[config.mk]
export PLATFORM = sky130hd
export DESIGN_NAME = btb_update_queue
export DESIGN_NICKNAME = d
export VERILOG_FILES = /design/src/rtl/btb_update_queue.sv
export SDC_FILE = /design/constraint.sdc
export NUM_CORES = 1
export LEC_CHECK = 0
export CORE_UTILIZATION = 52
export DETAILED_ROUTE_END_ITERATION = 16
export PLACE_DENSITY = 0.74
export SETUP_SLACK_MARGIN = 0.1
export SLEW_MARGIN = 20
export SYNTH_ARGS = -nofsm -noshare
export SYNTH_HDL_FRONTEND = slang
export SYNTH_SLANG_ARGS = --single-unit
[constraint.sdc]
create_clock -name clk -period 9.2 [get_ports clk]
set_clock_uncertainty 0.05 [all_clocks]
set_input_delay 0.92 -clock clk [delete_from_list [all_inputs] [get_ports clk]]
set_output_delay 0.92 -clock clk [all_outputs]
set_load 0.1 [all_outputs]
[src/rtl/btb_update_queue.sv]
// btb_update_queue: small FIFO of resolved taken-branch outcomes that drains
// one entry per cycle into the BTB write port. A push whose PC matches a
// queued entry (ignoring bit 0) overwrites that entry's target in place, so
// the BTB never receives a stale target.
// Optional macro BTB_UPQ_BYPASS_EN: when the queue is empty, a push is
// offered to the BTB in the same cycle and is not stored if it is accepted.
module btb_update_queue #(
  parameter int DEPTH = 4
) (
  input  logic                       clk,
  input  logic                       reset,
  input  logic                       res_valid,
  input  logic                       res_taken,
  input  logic [15:0]                res_pc,
  input  logic [15:0]                res_target,
  input  logic                       upd_ready,
  output logic                       upd_valid,
  output logic [15:0]                upd_pc,
  output logic [15:0]                upd_target,
  output logic [$clog2(DEPTH):0]     count,
  output logic                       full,
  output logic                       drop
);

  localparam int AW = $clog2(DEPTH);
  localparam int CW = AW + 1;

  logic [DEPTH-1:0]        valid_q, valid_d;
  logic [DEPTH-1:0][15:0]  pc_q, pc_d;
  logic [DEPTH-1:0][15:0]  tgt_q, tgt_d;
  logic [AW-1:0]           head_q, head_d;
  logic [AW-1:0]           tail_q, tail_d;
  logic [CW-1:0]           count_q, count_d;
  logic                    drop_q, drop_d;

  logic          push, q_valid, q_full, pop;
  logic          match_hit, coalesce, append, do_write, byp_take;
  logic [AW-1:0] match_idx;

  assign push    = res_valid & res_taken;
  assign q_valid = (count_q != '0);
  assign q_full  = (count_q == CW'(DEPTH));
  assign pop     = q_valid & upd_ready;

`ifdef BTB_UPQ_BYPASS_EN
  logic byp;
  assign byp        = push & ~q_valid;
  assign byp_take   = byp & upd_ready;
  assign upd_valid  = q_valid | byp;
  assign upd_pc     = byp ? res_pc     : pc_q[head_q];
  assign upd_target = byp ? res_target : tgt_q[head_q];
`else
  assign byp_take   = 1'b0;
  assign upd_valid  = q_valid;
  assign upd_pc     = pc_q[head_q];
  assign upd_target = tgt_q[head_q];
`endif

  assign count = count_q;
  assign full  = q_full;
  assign drop  = drop_q;

  // Find the (at most one) queued entry with the same branch tag as the push.
  always_comb begin
    match_hit = 1'b0;
    match_idx = '0;
    for (int i = 0; i < DEPTH; i++) begin
      if (valid_q[i] && (pc_q[i][15:1] == res_pc[15:1])) begin
        match_hit = 1'b1;
        match_idx = AW'(i);
      end
    end
  end

  // A match on the head that is leaving this cycle must be re-appended,
  // otherwise the newer target would be lost with the popped entry.
  assign coalesce = push & match_hit & ~((match_idx == head_q) & pop);
  assign append   = push & ~coalesce;
  assign do_write = append & (~q_full | pop) & ~byp_take;

  // Next-state: coalesce overwrite, pop, then tail write (write wins when
  // a full queue pops and pushes into the slot just vacated).
  always_comb begin
    valid_d = valid_q;
    pc_d    = pc_q;
    tgt_d   = tgt_q;
    head_d  = head_q;
    tail_d  = tail_q;
    drop_d  = append & q_full & ~pop;
    if (coalesce) begin
      tgt_d[match_idx] = res_target;
    end
    if (pop) begin
      valid_d[head_q] = 1'b0;
      head_d          = head_q + AW'(1);
    end
    if (do_write) begin
      valid_d[tail_q] = 1'b1;
      pc_d[tail_q]    = res_pc;
      tgt_d[tail_q]   = res_target;
      tail_d          = tail_q + AW'(1);
    end
    count_d = count_q + CW'(do_write) - CW'(pop);
  end

  // State register with synchronous reset.
  always_ff @(posedge clk) begin
    if (reset) begin
      valid_q <= '0;
      pc_q    <= '0;
      tgt_q   <= '0;
      head_q  <= '0;
      tail_q  <= '0;
      count_q <= '0;
      drop_q  <= 1'b0;
    end else begin
      valid_q <= valid_d;
      pc_q    <= pc_d;
      tgt_q   <= tgt_d;
      head_q  <= head_d;
      tail_q  <= tail_d;
      count_q <= count_d;
      drop_q  <= drop_d;
    end
  end

endmodule
==> results of run 1 <==
-- routing by layer --
layer,global-route usage [%],vias to the layer above
li1,-,2469
met1,29.87,2511
met2,42.16,114
met3,6.414,15
met4,7.176,0
met5,0,-
-- cell type report --
type,instances,share of cell area (%)
multi-input combinational,485,48.82
sequential,140,32.25
timing repair buffer,81,9.091
clock buffer,21,5.524
tap,180,2.589
clock inverter,11,1.510
inverter,5,0.2158
-- stage by stage --
stage	power (mW)	cells	util (%)	worst slack, ns	instance area (um^2)
after CTS	2.092	923	62.42	4.888	8698
after global placement	1.384	891	58.03	4.552	8087
after global routing	2.158	923	62.42	4.598	8698
after detailed placement	1.392	891	58.03	4.450	8087
final	2.077	923	62.42	4.872	8698
after floorplan	1.247	683	-	3.906	7475
-- where the power goes --
part / leakage, nW / internal, mW / switching [mW]
logic: 1.84 / 0.227 / 0.455
clock network: 0.293 / 0.430 / 0.269
registers: 1.13 / 0.648 / 0.0482
-- worst max-delay path by stage --
stage / from / endpoint / depth (start not counted)
3_3_place_gp: res_pc[10] / count[2] / 14
3_5_place_dp: res_pc[14] / count[1] / 12
2_1_floorplan: count[2] / count[2] / 10
4_1_cts: res_pc[14] / count[1] / 12
6_report: res_pc[14] / count[1] / 12
5_1_grt: res_pc[7] / count[2] / 14
-- placed cells by master (no fill, tap or decap), types with 2 or more instances in the layout --
master / n
sky130_fd_sc_hd__ha_1: 9
sky130_fd_sc_hd__dfxtp_1: 138
sky130_fd_sc_hd__clkbuf_8: 4
sky130_fd_sc_hd__clkinv_4: 2
sky130_fd_sc_hd__mux4_2: 32
sky130_fd_sc_hd__clkbuf_16: 17
sky130_fd_sc_hd__a21oi_2: 4
sky130_fd_sc_hd__xnor2_2: 11
sky130_fd_sc_hd__inv_6: 3
sky130_fd_sc_hd__inv_1: 5
sky130_fd_sc_hd__dfxtp_2: 2
sky130_fd_sc_hd__a21oi_4: 3
sky130_fd_sc_hd__nand3_1: 2
sky130_fd_sc_hd__xnor2_1: 54
sky130_fd_sc_hd__nand2_1: 16
sky130_fd_sc_hd__a21oi_1: 6
sky130_fd_sc_hd__nor4_4: 2
sky130_fd_sc_hd__mux2i_1: 129
sky130_fd_sc_hd__buf_4: 8
sky130_fd_sc_hd__bufinv_16: 2
sky130_fd_sc_hd__nand2b_1: 81
sky130_fd_sc_hd__and2_1: 3
sky130_fd_sc_hd__nor2b_1: 2
sky130_fd_sc_hd__nand4_1: 33
sky130_fd_sc_hd__or4_1: 3
sky130_fd_sc_hd__nor4_1: 5
sky130_fd_sc_hd__nor3_1: 4
sky130_fd_sc_hd__clkinvlp_4: 3
sky130_fd_sc_hd__nor3b_1: 2
sky130_fd_sc_hd__clkdlybuf4s50_1: 73
sky130_fd_sc_hd__nor2_1: 74
-- cells by family after synthesis --
family,after synthesis,share of synthesized area (%)
AO/OA/AOI/OAI,18,2.344
flip-flops,140,37.50
adder cells (fa/ha/maj),10,1.774
buffers and inverters,58,5.842
AND/OR/NAND/NOR,231,16.91
multiplexers,161,26.92
XOR/XNOR,65,8.721
-- state kept, by name, indices dropped and copies added, names as in the netlist --
| register | cells |
|---|---|
| pc_q | 64 |
| tgt_q | 64 |
| valid_q | 4 |
| count | 3 |
| head_q | 2 |
| tail_q | 2 |
| drop | 1 |
-- worst max-delay path, stage by stage --
cell and delay, ns:
sky130_fd_sc_hd__clkdlybuf4s50_1 0.59, sky130_fd_sc_hd__xnor2_1 0.43, sky130_fd_sc_hd__nand4_1 0.16, sky130_fd_sc_hd__nor4_1 0.55
sky130_fd_sc_hd__nor4b_2 0.29, sky130_fd_sc_hd__o21ai_1 0.25, sky130_fd_sc_hd__a21boi_0 0.50, sky130_fd_sc_hd__nand2_1 0.11
sky130_fd_sc_hd__nand2_1 0.08, sky130_fd_sc_hd__ha_1 0.15, sky130_fd_sc_hd__fa_1 0.40, sky130_fd_sc_hd__nor2b_1 0.13
==> impl_metrics.toml, run 1 <==
[status]
status = "finished, final reports clean"

[worst_setup_path]
critical_path_required_time_ns = 9.43
critical_path.reg2reg.startpoint = "pc_q[58]"
worst_setup_path_start_kind = "input port"
cp.arrival_ns = 4.55
rr_worst_depth = 13
r2r_setup_slack_ns = 5.72
worstSetupPathType = "in -> reg"
critical_path_peak_fanout = 8
endpoint_kind = "flip-flop"
worst_r2r_endpoint = "count[2]"

[clocking]
htree_levels = 4
cts-root-buf = "sky130_fd_sc_hd__clkbuf_16"
clock_latency_of_the_later_clocked_register_in_the_worst_skew_pair_ns = 0.43
tritoncts = "done"
cts_sinks = 140
cts.hold.buffers_added = 0
post_cts.repair.setup_buffers = 0
ctsLongestPathBuffers = 2
postCtsResizedCells = 0
clkTransAtPathRegs_ns = 0.06
total_clock_buffers_created_by_cts = 17

[floorplanning]
floorplan.rows = 43
die_w_um = 121.9
design.die.area_um2 = 14860
initial_utilization_pct = 53.64
chipHeight_um = 121.9
core_um2 = 13930
boundaryPins = 75

[sta]
setup_violations = 0
whs_ns = 0.4238
hold_viol = 0
worstMarginPinSlew_ns = 1.038
fmax_mhz = 231.0
grt_setup_unrepaired = "false"
period_needed_ns = 4.328
timing.final.crit_share_pct = 47.05
timing.final.max_slew_violations = 0
relSlewSlack_pct = 30.79
timing.setup.tns_ns = 0

[final_layout]
multiInputGateArea_um2 = 4247
areaGrowthSynthToFinish_pct = 16.37
diodes = 0
drive_gt1_share_pct = 13.46
final-seq-area_um2 = 2805
final_net_count = 777
total_of_fill_cells_in_the_finished_design = 1095

[run]
max_cap_violations = 0

[worst_hold_path]
hold_path_startpoint = "tgt_q[22]"
hold-path-cell-count = 2
holdPathEnd = "tgt_q[22]"
min-delay-path-class = "reg -> reg"

[global_route]
largest_net_degree_at_the_start_of_global_routing = 114
grt_pass1_wl_mm = 27.18
number_of_antenna_violations_at_the_first_check_in_global_routing = 0
grt_usage_pct = 24.49
grt_pass1_vias = 5198
globalRouteOverflowTotal = 0

[place]
finalWeightedCongestion = 0.8882
place.port_buffers = 74
detailed_place_hpwl_mm = 11.71

[detailed_routing]
wl_per_cell_um = 18.45
drtAntennaViolNets = 0
met1Wirelength_mm = 7.565
route.met2.wl_mm = 8.442
avgViaCountPerCell = 5.535
met3_wirelength_um = 823
wl_mm = 17.03
top_layer_used_by_detailed_routing = "met4"
drt_first_iter_violations = 343
drc_errors = 0
pre_repair_dr_iteration_count = 5
dr_total_vias = 5109

[synthesis]
synth_seq_area_share_pct = 37.50
count_of_state_elements_after_synthesis = 140
synth_largest_area_cell = "sky130_fd_sc_hd__dfxtp_1"
synth_cells = 683
synth_edf_count = 0
dominantRegCellSynth = "sky130_fd_sc_hd__dfxtp_1"
synthMostInstantiatedCell = "sky130_fd_sc_hd__dfxtp_1"
mappedNetlistNets = 730
synth_area_um2 = 7475
yosys-top-cells-area = "sky130_fd_sc_hd__dfxtp_1 (37%), sky130_fd_sc_hd__mux2i_1 (17%), sky130_fd_sc_hd__mux4_2 (9.6%), sky130_fd_sc_hd__nand2b_1 (6.8%), sky130_fd_sc_hd__xnor2_1 (6.3%)"
ys.warnings.count = 0
netlist-cell-type-count = 39
ys_top_cells_by_count = "sky130_fd_sc_hd__dfxtp_1 (140), sky130_fd_sc_hd__mux2i_1 (129), sky130_fd_sc_hd__nand2b_1 (81)"
avgSynthCellArea_um2 = 10.94
yosysTopAreaCellShare_pct = 37.50
synth_async_sr_flop_share_pct = 0

[power]
total_power_per_unit_cell_area_nw_per_um2 = 238.8
p_leak_nw = 3.267
vdd_ir_drop_max_mv = 0.1274
Note: power is estimated with default switching activity, not from simulation.
==> inputs of run 2 (changes only) <==
- PLACE_DENSITY: 0.74 -> 0.77
- clock period: 9.2 -> 3.55 ns (I/O delays scaled with it)
==> impl_metrics.toml, run 2 (synthesis results as in run 1) <==
[final_layout]
total_of_fill_cells_in_the_finished_design = 1062
drive_gt1_share_pct = 25.62
most-common-layout-cells = "sky130_fd_sc_hd__dfxtp_1 (135), sky130_fd_sc_hd__mux2i_1 (129), sky130_fd_sc_hd__buf_4 (102)"
final_net_count = 842
areaGrowthSynthToFinish_pct = 23.32
final_common_cell = "sky130_fd_sc_hd__dfxtp_1"
biggest_registers_after_layout = "pc_q x64, tgt_q x64, valid_q x4"
utilization_after_layout_pct = 66.15

[global_route]
largest_net_degree_at_the_start_of_global_routing = 144
number_of_antenna_violations_at_the_first_check_in_global_routing = 1
use_met1_pct = 31.92
grt-busiest-layer = "met2"
grt_pass1_wl_mm = 29.84
globalRouteOverflowTotal = 0
groute.layer.met3.usage_pct = 6.461
gr-usage-met2_pct = 46.43
grt_usage_pct = 26.69
grt_pass1_vias = 5749

[clocking]
total_clock_buffers_created_by_cts = 17
cts_sinks = 140
clock_latency_of_the_later_clocked_register_in_the_worst_skew_pair_ns = 0.42
cts-root-buf = "sky130_fd_sc_hd__clkbuf_16"
tritoncts = "done"
cts.hold.buffers_added = 0
clkTransAtPathRegs_ns = 0.06
htree_levels = 4
ctsLongestPathBuffers = 2

[detailed_routing]
wl_mm = 18.25
drc_errors = 0
dr_total_vias = 5430
wl_per_cell_um = 18.46
pre_repair_dr_iteration_count = 4
drt_first_iter_violations = 306
avgViaCountPerCell = 5.490
drtAntennaViolNets = 0

[worst_setup_path]
worstSetupPathType = "in -> reg"
endpoint_kind = "flip-flop"
critical_path_peak_fanout = 4
worst_setup_path_start_kind = "input port"
critical_path_required_time_ns = 3.78
cp.arrival_ns = 3.51

[sta]
whs_ns = 0.2925
grt_setup_unrepaired = "false"
timing.final.crit_share_pct = 92.35
timing.setup.tns_ns = 0
relSlewSlack_pct = 35.05
period_needed_ns = 3.279
worstMarginPinSlew_ns = 0.9712
hold_viol = 0
setup_violations = 0
fmax_mhz = 305.0
timing.final.max_slew_violations = 0
fin_ws_ns = 0.2715

[power]
switching_power_mw = 2.034
vdd_ir_drop_max_mv = 0.3661
total_power_per_unit_cell_area_nw_per_um2 = 596.9
internal-power_mw = 3.469
pwr-share-comb_pct = 33.9
p_leak_nw = 3.731
power.share.sequential_pct = 33.0
p_clk_share_pct = 33.2
netSwitchingFraction_pct = 36.96
fin_total_pwr_mw = 5.502

[floorplanning]
chipHeight_um = 121.9
initial_utilization_pct = 53.64
core_um2 = 13930
design.die.area_um2 = 14860
boundaryPins = 75
floorplan.rows = 43
die_w_um = 121.9

[place]
detailedPlace.worstSlack_ns = -0.1793
detailed_place_hpwl_mm = 12.78
place.port_buffers = 74
finalWeightedCongestion = 0.9059

[worst_hold_path]
min-delay-path-class = "in -> reg"

[status]
status = "finished, final reports clean"

[run]
max_cap_violations = 0
==> run 2: final timing paths <==
path              start         to  slack, ns  cells past startpoint
max          res_pc[11]   count[2]       0.27                     16
min          res_pc[14]   pc_q[46]       0.29                      3
max reg2reg    pc_q[57]   count[2]       0.45                     14
min reg2reg   tgt_q[33]  tgt_q[33]       0.43                      2
==> run 2: cell type report <==
type / count / area [um^2] / area share [%]
repair buffers: 146 / 1242 / 13.48
clock inverters: 12 / 161.4 / 1.751
multi-input cells: 485 / 4312 / 46.78
inverters: 5 / 18.77 / 0.2036
clock buffers: 20 / 446.7 / 4.846
diodes: 1 / 2.502 / 0.02715
flip-flops and latches: 140 / 2809 / 30.47
well taps: 180 / 225.2 / 2.443
==> run 2: stage by stage <==
stage,area (um^2),instances
floorplan,7495,683
global placement,8532,955
detailed placement,8532,955
CTS,9140,987
global route,9218,989
finish,9218,989
==> run 2: worst max-delay path, cell delays in order <==
cell	delay [ns]
sky130_fd_sc_hd__clkdlybuf4s50_1	0.50
sky130_fd_sc_hd__buf_4	0.18
sky130_fd_sc_hd__xnor2_2	0.18
sky130_fd_sc_hd__nand4_1	0.19
sky130_fd_sc_hd__nor4_4	0.38
sky130_fd_sc_hd__buf_4	0.18
sky130_fd_sc_hd__nor4_1	0.06
sky130_fd_sc_hd__a22oi_4	0.23
sky130_fd_sc_hd__a21boi_0	0.15
sky130_fd_sc_hd__nand2_1	0.09
sky130_fd_sc_hd__nand2_1	0.06
sky130_fd_sc_hd__ha_1	0.19
sky130_fd_sc_hd__fa_1	0.41
sky130_fd_sc_hd__xnor2_2	0.16
sky130_fd_sc_hd__xnor2_1	0.14
sky130_fd_sc_hd__nor2_1	0.05
==> run 2: layer usage <==
| metal | vias up | wire length (um) |
|---|---|---|
| met1 | 2682 | 7759 |
| met3 | 26 | 827 |
| met2 | 119 | 9378 |
| met5 | - | 0 |
| li1 | 2603 | - |
| met4 | 0 | 288 |
==> run 2: power groups by stage <==
| stage | clock (mW) | combinational, mW | sequential (mW) |
|---|---|---|---|
| CTS | 1.86 | 1.87 | 1.81 |
| floorplan | 0 | 1.38 | 1.88 |
| detailed placement | 0 | 1.86 | 1.85 |
| global route | 1.93 | 1.96 | 1.83 |
| finish | 1.82 | 1.86 | 1.81 |
| global placement | 0 | 1.84 | 1.84 |
==> run 2: what timing repair did <==
action,in CTS,in global routing
setup buffers,0,1
setup endpoints to repair,0,1
gates resized for setup,0,13
==> inputs of run 3 (changes only) <==
- DONT_BUFFER_PORTS: not set -> 1
- PLACE_DENSITY: 0.77 -> 0.7
- SETUP_SLACK_MARGIN: 0.1 -> not set
==> impl_metrics.toml, run 3 (synthesis results as in run 1) <==
[status]
status = "finished, final reports clean"

[power]
p_leak_nw = 3.047
p_clk_share_pct = 33.8
internal-power_mw = 3.221
power.share.sequential_pct = 34.3
netSwitchingFraction_pct = 37.56
fin_total_pwr_mw = 5.159
switching_power_mw = 1.938
total_power_per_unit_cell_area_nw_per_um2 = 640.1
pwr-share-comb_pct = 32.0
vdd_ir_drop_max_mv = 0.3053

[sta]
timing.setup.tns_ns = 0
fin_ws_ns = 0.3042
grt_setup_unrepaired = "false"
timing.final.max_slew_violations = 0
hold_viol = 0
setup_violations = 0
worstMarginPinSlew_ns = 0.9463
period_needed_ns = 3.246
timing.final.crit_share_pct = 91.43
fmax_mhz = 308.1
relSlewSlack_pct = 36.83

[worst_hold_path]
hold_path_startpoint = "res_pc[5]"
hold-path-cell-count = 2
min-delay-path-class = "in -> reg"
holdPathEnd = "pc_q[21]"

[floorplanning]
boundaryPins = 75
floorplan.rows = 43
initial_utilization_pct = 53.64
core_um2 = 13930
design.die.area_um2 = 14860
chipHeight_um = 121.9
die_w_um = 121.9

[global_route]
grt_pass1_vias = 5142
grt_pass1_wl_mm = 27.40
number_of_antenna_violations_at_the_first_check_in_global_routing = 0
largest_net_degree_at_the_start_of_global_routing = 82
globalRouteOverflowTotal = 0
grt_usage_pct = 24.52

[clocking]
clock_latency_of_the_later_clocked_register_in_the_worst_skew_pair_ns = 0.42
ctsLongestPathBuffers = 2
htree_levels = 4
tritoncts = "done"
post_cts.repair.setup_buffers = 0
total_clock_buffers_created_by_cts = 17
clkTransAtPathRegs_ns = 0.06
cts-root-buf = "sky130_fd_sc_hd__clkbuf_16"
cts_sinks = 140

[detailed_routing]
pre_repair_dr_iteration_count = 4
dr_total_vias = 4913
avgViaCountPerCell = 5.713
wl_mm = 16.97
drtAntennaViolNets = 0
wl_per_cell_um = 19.73
drc_errors = 0
drt_first_iter_violations = 366

[worst_setup_path]
worst_setup_path_start_kind = "flip-flop"
critical_path.reg2reg.startpoint = "pc_q[45]"
r2r_setup_slack_ns = 0.30
rr_worst_depth = 13
worst_r2r_endpoint = "count[2]"
critical_path_required_time_ns = 3.80
endpoint_kind = "flip-flop"
critical_path_peak_fanout = 6
cp.arrival_ns = 3.49
cpPeakStageDelay_ns = 0.55
critical_path.cell_chain = "xnor2_1, nand4_1, nor4_1, nor4_1, a22oi_4, a21boi_0, nand2_1, nand2_1, ha_1, fa_1, xnor2_1, xnor2_1, nor2_1"
worstSetupPathType = "reg -> reg"
critPathSlowestCell = "sky130_fd_sc_hd__nor4_1"
worst-path-buf-inv = 0
critical-path-top-delay-family = "simple AND/OR/NAND/NOR gates"
critical_path.most_common_cell = "sky130_fd_sc_hd__xnor2_1"

[place]
place.port_buffers = 0
dpl-instance-area_um2 = 7458
numPlacedInstances = 829
detailedPlace.worstSlack_ns = 0.2808
finalWeightedCongestion = 0.9640
detailed_place_hpwl_mm = 11.55

[final_layout]
biggest_registers_after_layout = "pc_q x64, tgt_q x64, valid_q x4"
drive_gt1_share_pct = 16.76
most-common-layout-cells = "sky130_fd_sc_hd__dfxtp_1 (135), sky130_fd_sc_hd__mux2i_1 (129), sky130_fd_sc_hd__nand2b_1 (81)"
postLayoutCellArea_um2 = 8060
final_net_count = 716
final_common_cell = "sky130_fd_sc_hd__dfxtp_1"
areaGrowthSynthToFinish_pct = 7.834
diodes = 0
final_cells = 860

[run]
max_cap_violations = 0
==> run 3: changes by cell type in the layout (fill, tap and decap cells not counted), sizes merged <==
cell	delta
clkinvlp	+1
dlymetal6s2s	-6
diode	-1
clkdlybuf4s50	-35
buf	-85
inv	-2
bufinv	-1
==> run 3: layout make-up <==
cell class | instances | area, um^2
fill | 1168 | 5874
multi-input combinational | 485 | 4263
sequential | 140 | 2809
clock buffer | 20 | 456.7
tap | 180 | 225.2
timing repair buffer | 20 | 170.2
clock inverter | 10 | 117.6
inverter | 5 | 18.77
==> run 3: per-stage QoR <==
step                      hold WS [ns]  utilization (%)
final                          0.03307            57.84
after detailed placement        0.3815            53.52
after CTS                      0.01797            57.84
after global routing           0.03200            57.84
after floorplan                 0.3991                -
after global placement          0.3918            53.52
==> run 3: power groups by stage <==
stage                     Clock (mW)  Combinational [mW]  Sequential [mW]
after detailed placement           0                1.64             1.80
after global routing            1.84                1.73             1.78
after global placement             0                1.63             1.79
final                           1.74                1.65             1.77
after floorplan                    0                1.38             1.88
after CTS                       1.77                1.66             1.77
==> run 3: routing by layer <==
| metal | part of all wire, % | routed length, um | GRT usage, % |
|---|---|---|---|
| met2 | 49 | 8384 | 41.84 |
| met3 | 6.1 | 1031 | 6.461 |
| met5 | 0 | 0 | 0 |
| met4 | 1.6 | 266 | 8.796 |
| met1 | 43 | 7284 | 29.56 |
==> run 3: worst max-delay path by stage <==
stage	startpoint	endpoint	cells after the start	slack (ns)
after floorplan	count[2]	count[2]	14	0.18
after global placement	res_pc[13]	count[2]	13	0.35
after detailed placement	res_pc[13]	count[2]	13	0.28
after CTS	pc_q[45]	count[2]	13	0.29
after global routing	pc_q[45]	count[2]	13	0.15
final	pc_q[45]	count[2]	13	0.30
==> run 3: repair_timing <==
action                    in CTS  in global routing
hold endpoints to repair      76                  0
gates resized for setup        0                  0
hold buffers                   1                  0
